## config.mk

```make
export PLATFORM = sky130hd
export DESIGN_NAME = tdm_demux_e
export DESIGN_NICKNAME = d
export VERILOG_FILES = /design/src/rtl/tdm_pkg.sv /design/src/rtl/tdm_slot_cnt.sv /design/src/rtl/tdm_demux_e.sv
export SDC_FILE = /design/constraint.sdc
export NUM_CORES = 1
export LEC_CHECK = 0
export CAP_MARGIN = 5
export CORE_MARGIN = 2
export CORE_UTILIZATION = 50
export CTS_CLUSTER_SIZE = 24
export DETAILED_ROUTE_END_ITERATION = 10
export PLACE_DENSITY = 0.89
export RECOVER_POWER = 25
export SYNTH_ARGS = -nofsm -noshare
export SYNTH_HDL_FRONTEND = slang
export SYNTH_HIERARCHICAL = 1
export SYNTH_SLANG_ARGS = --single-unit
export TNS_END_PERCENT = 20
```

## constraint.sdc

```tcl
create_clock -name clk -period 1.7 [get_ports clk]
set_input_delay 0.34 -clock clk [delete_from_list [all_inputs] [get_ports clk]]
set_output_delay 0.34 -clock clk [all_outputs]
set_load 0.005 [all_outputs]
```

## src/rtl/tdm_pkg.sv

```systemverilog
`default_nettype none
// ============================================================================
// Package     : tdm_pkg
// Description : Shared definitions for the TDM mux/demux pair: FSM state
//               encoding and default frame geometry (channels, slot width).
// Revision    : 1.0 - initial release
// ============================================================================
package tdm_pkg;

  // Default number of time slots per frame and data width of one slot.
  localparam int TDM_CH = 4;
  localparam int TDM_W  = 8;

  // IDLE: hunting for a sync beat; RUN: collecting the slots of a frame.
  typedef enum logic [0:0] {
    IDLE = 1'b0,
    RUN  = 1'b1
  } state_e;

endpackage : tdm_pkg
`default_nettype wire

```

## src/rtl/tdm_slot_cnt.sv

```systemverilog
`default_nettype none
// ============================================================================
// Module      : tdm_slot_cnt
// Description : Slot index counter for a TDM frame, with wrap and clear.
//   clk   in   clock, rising edge
//   rst_n in   asynchronous active-low reset
//   inc   in   count one accepted beat (wraps CH-1 -> 0)
//   clr   in   restart the frame; together with inc the restarting beat is
//              itself counted as slot 0, so the next index is 1
//   slot  out  index of the next expected slot
//   last  out  high while slot == CH-1
// Revision    : 1.0 - initial release
// ============================================================================
module tdm_slot_cnt
  import tdm_pkg::*;
#(
  parameter int CH = TDM_CH
) (
  input  logic                  clk,
  input  logic                  rst_n,
  input  logic                  inc,
  input  logic                  clr,
  output logic [$clog2(CH)-1:0] slot,
  output logic                  last
);

  localparam int            SW       = $clog2(CH);
  localparam logic [SW-1:0] C_LAST   = SW'(CH - 1);

  logic [SW-1:0] slot_q;
  logic [SW-1:0] slot_d;

  always_comb begin
    slot_d = slot_q;
    if (clr && inc) begin
      slot_d = SW'(1);
    end else if (clr) begin
      slot_d = '0;
    end else if (inc) begin
      slot_d = (slot_q == C_LAST) ? '0 : slot_q + SW'(1);
    end
  end

  always_ff @(posedge clk or negedge rst_n) begin
    if (!rst_n) begin
      slot_q <= '0;
    end else begin
      slot_q <= slot_d;
    end
  end

  assign slot = slot_q;
  assign last = (slot_q == C_LAST);

endmodule : tdm_slot_cnt
`default_nettype wire

```

## src/rtl/tdm_demux_e.sv

```systemverilog
`default_nettype none
// ============================================================================
// Module      : tdm_demux_e
// Description : TDM demultiplexer with enable. Collects CH slots of W bits
//               into a shadow frame and publishes complete frames only.
//   clk         in   clock, rising edge
//   rst_n       in   asynchronous active-low reset
//   din         in   time-multiplexed data beat
//   sync        in   frame marker, high on the slot-0 beat
//   e           in   beat enable
//   ch_data     out  last complete frame, slot k at [k*W +: W]
//   frame_valid out  one-cycle pulse when ch_data was just updated
//   sync_err    out  one-cycle pulse on early or missing sync
//   slot        out  index of the next expected slot
// Revision    : 1.0 - initial release
// ============================================================================
module tdm_demux_e
  import tdm_pkg::*;
#(
  parameter int CH = TDM_CH,
  parameter int W  = TDM_W
) (
  input  logic                  clk,
  input  logic                  rst_n,
  input  logic [W-1:0]          din,
  input  logic                  sync,
  input  logic                  e,
  output logic [CH*W-1:0]       ch_data,
  output logic                  frame_valid,
  output logic                  sync_err,
  output logic [$clog2(CH)-1:0] slot
);

  localparam int SW = $clog2(CH);

  state_e                state_q;
  logic [CH-1:0][W-1:0]  shadow_q;
  logic [CH-1:0][W-1:0]  ch_data_q;
  logic [CH-1:0][W-1:0]  frame_d;
  logic                  frame_valid_q;
  logic                  sync_err_q;

  logic                  accept;
  logic                  cnt_inc;
  logic                  cnt_clr;
  logic [SW-1:0]         cnt_slot;
  logic                  cnt_last;
  logic                  at_slot0;

  // (sync | ~sync) is 1 for a known sync and X otherwise, so an unknown
  // e or sync leaves accept non-true and the beat is not taken.
  assign accept   = e & (sync | ~sync);
  assign at_slot0 = (cnt_slot == '0);

  // Any sync beat restarts the count at 1; a non-sync beat while hunting or
  // at slot 0 (missing sync) parks the counter at 0.
  assign cnt_clr = accept & (sync | (state_q == IDLE) | at_slot0);
  assign cnt_inc = accept & (sync | ((state_q == RUN) & ~at_slot0));

  tdm_slot_cnt #(
    .CH (CH)
  ) u_slot_cnt (
    .clk   (clk),
    .rst_n (rst_n),
    .inc   (cnt_inc),
    .clr   (cnt_clr),
    .slot  (cnt_slot),
    .last  (cnt_last)
  );

  // The final beat is merged in on the same edge it is accepted.
  always_comb begin
    frame_d          = shadow_q;
    frame_d[CH-1]    = din;
  end

  always_ff @(posedge clk or negedge rst_n) begin
    if (!rst_n) begin
      state_q       <= IDLE;
      shadow_q      <= '0;
      ch_data_q     <= '0;
      frame_valid_q <= 1'b0;
      sync_err_q    <= 1'b0;
    end else begin
      frame_valid_q <= 1'b0;
      sync_err_q    <= 1'b0;
      if (accept) begin
        case (state_q)
          IDLE: begin
            if (sync) begin
              shadow_q[0] <= din;
              state_q     <= RUN;
            end
          end
          RUN: begin
            if (sync) begin
              // Sync at slot 0 continues back-to-back; anywhere else it is
              // early and the partial frame is abandoned.
              shadow_q[0] <= din;
              if (!at_slot0) begin
                sync_err_q <= 1'b1;
              end
            end else if (at_slot0) begin
              sync_err_q <= 1'b1;
              state_q    <= IDLE;
            end else begin
              shadow_q[cnt_slot] <= din;
              if (cnt_last) begin
                ch_data_q     <= frame_d;
                frame_valid_q <= 1'b1;
              end
            end
          end
          default: state_q <= IDLE;
        endcase
      end
    end
  end

  assign ch_data     = ch_data_q;
  assign frame_valid = frame_valid_q;
  assign sync_err    = sync_err_q;
  assign slot        = cnt_slot;

  a_ctrl_known : assert property (
    @(posedge clk) disable iff (!rst_n)
      !$isunknown(e) && (!e || !$isunknown(sync))
  );

endmodule : tdm_demux_e
`default_nettype wire

```

# After elaboration in Yosys (flattened, before gate mapping)
# Index checks and enable logic that the tools add are counted.
# W data, S select, Z words.
# classes
n_bitwise,9
n_mux,24
mul,0
add_sub_neg,1
shifts,0
eq_ne,3
n_div,0
n_reduce_logical,7
order_cmp,2
# op_table
cell,count
$bwmux W32,1
$mux W8,4
$demux W8 S2,1
$pmux W8 S2,1
$mux W1,12
$mux W2,4
$reduce_and A5 Y1,1
$reduce_and A4 Y1,1
$and A1 B1 Y1,3
$lt A2 B3 Y1 const B,1
$ne A3 B3 Y1 const B,1
$not A1 Y1,3
$or A1 B1 Y1,3
$reduce_and A3 Y1,1
$reduce_bool A3 Y1,1
$add A2 B1 Y2 const B,1
$eq A2 B2 Y1 const B,1
$ge A2 B1 Y1 const B,1
$logic_and A1 B1 Y1,2
$logic_not A2 Y1,1
$ne A2 B2 Y1 const B,1
$pmux W1 S2,1
# word_totals
wordCells,58
latch_bits,0
in_bits,12
memories,0
out_inout_bits,36
register_bits,69
romBits,0
ram_bits,0

# Depth between registers and ports, before layout
# depth
ltp_word,8
depth_mapped,5
ltp_nobuf,5

# Modules after synthesis
# Netlist, hierarchy kept.
# by_module_without_submodules
module,cells_per_inst,n_inst,seq_area_each_um2,area_each_um2
tdm_demux_e,132,1,1476.4,2274.7
tdm_slot_cnt,8,1,50.0,98.8

# Worst setup path before layout
# No wires, ideal clock.
# synth_timing
kind,register to register
from,reg u_slot_cnt.slot_q[0] (netlist: u_slot_cnt/slot[0])
to,reg ch_data_q (netlist bit ch_data[0])
path_slack_ns,0.094
path_buffers,1
synth_period_minus_slack_ns,1.606
stages_incl_launch_ff,5
t_arrival_ns,1.482
setup_ns,0.125
required_time_ns,1.575
path_cell_list,dfrtp_1 ha_1 nor3b_4 buf_6 mux2_2
# synth_via
elab_cells_between_ends,4
classes_between,eq/ne (1); bitwise (1); reduce/logical (2)
# synth_lines
item,line_no,rtl
"start, declared",tdm_slot_cnt.sv:30,logic [SW-1:0] slot_q;
"start signal, assigned",tdm_slot_cnt.sv:48,slot_q <= slot_d;
$eq A2 B2 Y1,tdm_slot_cnt.sv:53,assign last = (slot_q == C_LAST);
named net cnt_last,tdm_demux_e.sv:47,logic cnt_last;
$reduce_and A5 Y1 (no source line),--,
"end signal, assigned",tdm_demux_e.sv:109,ch_data_q <= frame_d;
"end, declared",tdm_demux_e.sv:38,logic [CH-1:0][W-1:0] ch_data_q;
# The timed path passes the listed nets, and every way through them passes these cells.
# A chain may end at the register's enable or synchronous reset.

# Final worst setup path
# layout_timing
from,reg u_slot_cnt.slot_q[1] (netlist: u_slot_cnt/slot[1])
to,out slot[1]
# layout_lines
item,line_no,rtl
"end, declared",tdm_demux_e.sv:31,output logic [$clog2(CH)-1:0] slot
# No word-level cell between the ends.

==> out/qor.txt <==
Status - complete, no violations
Peak VDD IR - 0.000598 V
GPL Wtd Cong - 0.711
Drt via density - 5.19
Hpwl dp - 2.94 mm
Initial drt markers - 59
Fmax - 615 MHz
RSZ-0062 raised after global routing - false
Yosys Warn Count - 6
DRT Wirelength - 4.24 mm
Initial antenna violation count - 0
Deepest clock path buffer count - 2
Crit-path cells - clkdlybuf4s50_1
Pwr/cell area - 1250 nW/µm²
Most common cell after layout, fill and taps aside - dfrtp_1
DRC violations left - 0
Critical path launch point type - flop
Period Utilization, post-route - 95.7%
Largest net degree at the start of global routing - 62
Slew at the pin with the worst max-slew slack - 0.314 ns
Hold Worst Slack - 0.0414 ns
Diodes inserted - 0
I/O Buffers - 47
Max-cap violations - 0
Global-route wire length before repair - 6.97 mm
Most frequent cells in the layout - dfrtp_1, mux2_2, clkdlybuf4s50_1
Routed vias - 1,380
Final cell count without fillers - 266
Crit Path Max Fanout - 5
Slew HR - 79.0%
Syn Area/Cell - 17.0 µm²
Syn_nets - 153
# setup viols final - 0
Setup Skew - 0.00924 ns
Synth unique cells - 20
CTS tree - done
Die height - 72.9 µm
Worst path top cell family by delay - buffers and inverters
Area grow syn2layout - 35.8%
Clock slew at reported path FFs - 0.07 ns
Post_cts resized - 0
Nets - 220
Post-Route Setup TNS - 0 ns
Pre-Repair DR Iteration Count - 4
Post-synth top area share - 64.3%
Min-Delay Path Class - in2async
Crit path largest cell delay - 0.54 ns
Mapped Area - 2370 µm²
Root buffer cell - clkbuf_8
Fin worst setup slack - 0.0738 ns
Setup CP Type - reg2out
DR WL/cell - 15.9 µm
Gr usage total - 18.1%
GRT overflow - 0
ANT nets after route - 0
Final Max Tran Viols - 0
Clk Latency, worst-skew pair - 0.33 ns
Vias in the first global route - 1,402
# hold bufs at CTS - 0
Largest area contributor in the netlist - dfrtp_1
Dominant cells by area after synthesis - dfrtp_1, mux2_2, nor3b_4
Sink Count - 61
Pre-CTS WS - -0.265 ns
Core area - 4660 µm²
Buffers & Inverters on Critical Path - 1
CTS buffer count - 9
Die area - 5310 µm²
Die Width - 72.9 µm
Register bit count reported by yosys - 61
Fin. Hold Viols - 0
Register area share after synthesis - 64.3%
IO Pins - 48
Total power - 4040 µW
CP Capture Type - primary output
Crit path arrival time - 1.29 ns
Post-CTS Setup Inserts - 0
Num rows - 25
Cells after Synth - 140
Critical Path RT - 1.36 ns
Initial Util - 50.9%
Leak Pwr - 0.00152 µW
H-tree lvl count - 3
Share of cells above drive strength 1 - 41.0%
Slowest CP cell - clkdlybuf4s50_1
Min Tclk post-route - 1.63 ns
Placed Cells - 250
registers in the layout, summed over array words and instances, names as in the netlist:
register and flops:
ch_data 32, frame_d 24, sync_err 1, frame_valid 1, state_q 1, u_slot_cnt/slot 2
cells by family (layout without fill, tap and decap cells):
logic type | count (synthesis) | count (layout) | synth area share, %
AND/OR/NAND/NOR | 11 | 11 | 4.69
XOR/XNOR | 1 | 1 | 0.369
adder cells (fa/ha/maj) | 1 | 1 | 0.527
AO/OA/AOI/OAI | 5 | 5 | 1.53
buffers and inverters | 4 | 76 | 1.58
multiplexers | 57 | 57 | 27.0
flip-flops | 61 | 61 | 64.3
power breakdown:
group / internal, µW / switching, µW
combinational: 531 / 256
sequential: 1760 / 166
clock: 789 / 536
metal layers:
| metal | routed length [µm] | track usage [%] |
|---|---|---|
| met1 | 1770 | 21.6 |
| met2 | 2250 | 29.8 |
| met3 | 96 | 3.87 |
| met4 | 118 | 11.7 |
| met5 | 0 | 0 |
area by class of cell:
class,instances,area [µm²]
Tap cell,54,67.6
Fill cell,317,1440
Inverter,1,3.75
Timing Repair Buffer,59,604
Sequential cell,61,1530
Multi-Input combinational cell,75,810
Clock inverter,4,45.0
Clock buffer,12,165
path summary, 6_finish.rpt:
check	depth (start not counted)	start	slack (ns)	endpoint
worst max-delay path	1	u_slot_cnt/slot[1]	0.07	slot[1]
worst min-delay path	2	rst_n	0.04	frame_d[10]
worst max register to register	4	u_slot_cnt/slot[1]	0.13	ch_data[26]
worst min register to register	1	frame_d[10]	0.49	ch_data[10]
max in group asynchronous	2	rst_n	1.39	u_slot_cnt/slot[0]
min in group clk	1	frame_d[10]	0.49	ch_data[10]
metrics by stage:
step	area [µm²]	utilization, %
finish	3220	69.2
CTS	3220	69.2
global placement	3010	64.6
global route	3220	69.2
detailed placement	3010	64.6
floorplan	2370	-
Yosys cell counts:
library cell,count
mux2i_1,1
and3_1,1
nor3b_4,3
o21bai_1,1
and2_0,1
a21o_1,1
nor2_1,3
nand2_1,1
xor2_1,1
o21ai_0,1
nand3b_4,1
dfrtp_1,61
o21a_1,1
mux2_1,2
ha_1,1
o31a_1,1
mux2_2,54
inv_1,1
nor3b_1,1
buf_6,3
(Power assumes the default switching activity.)
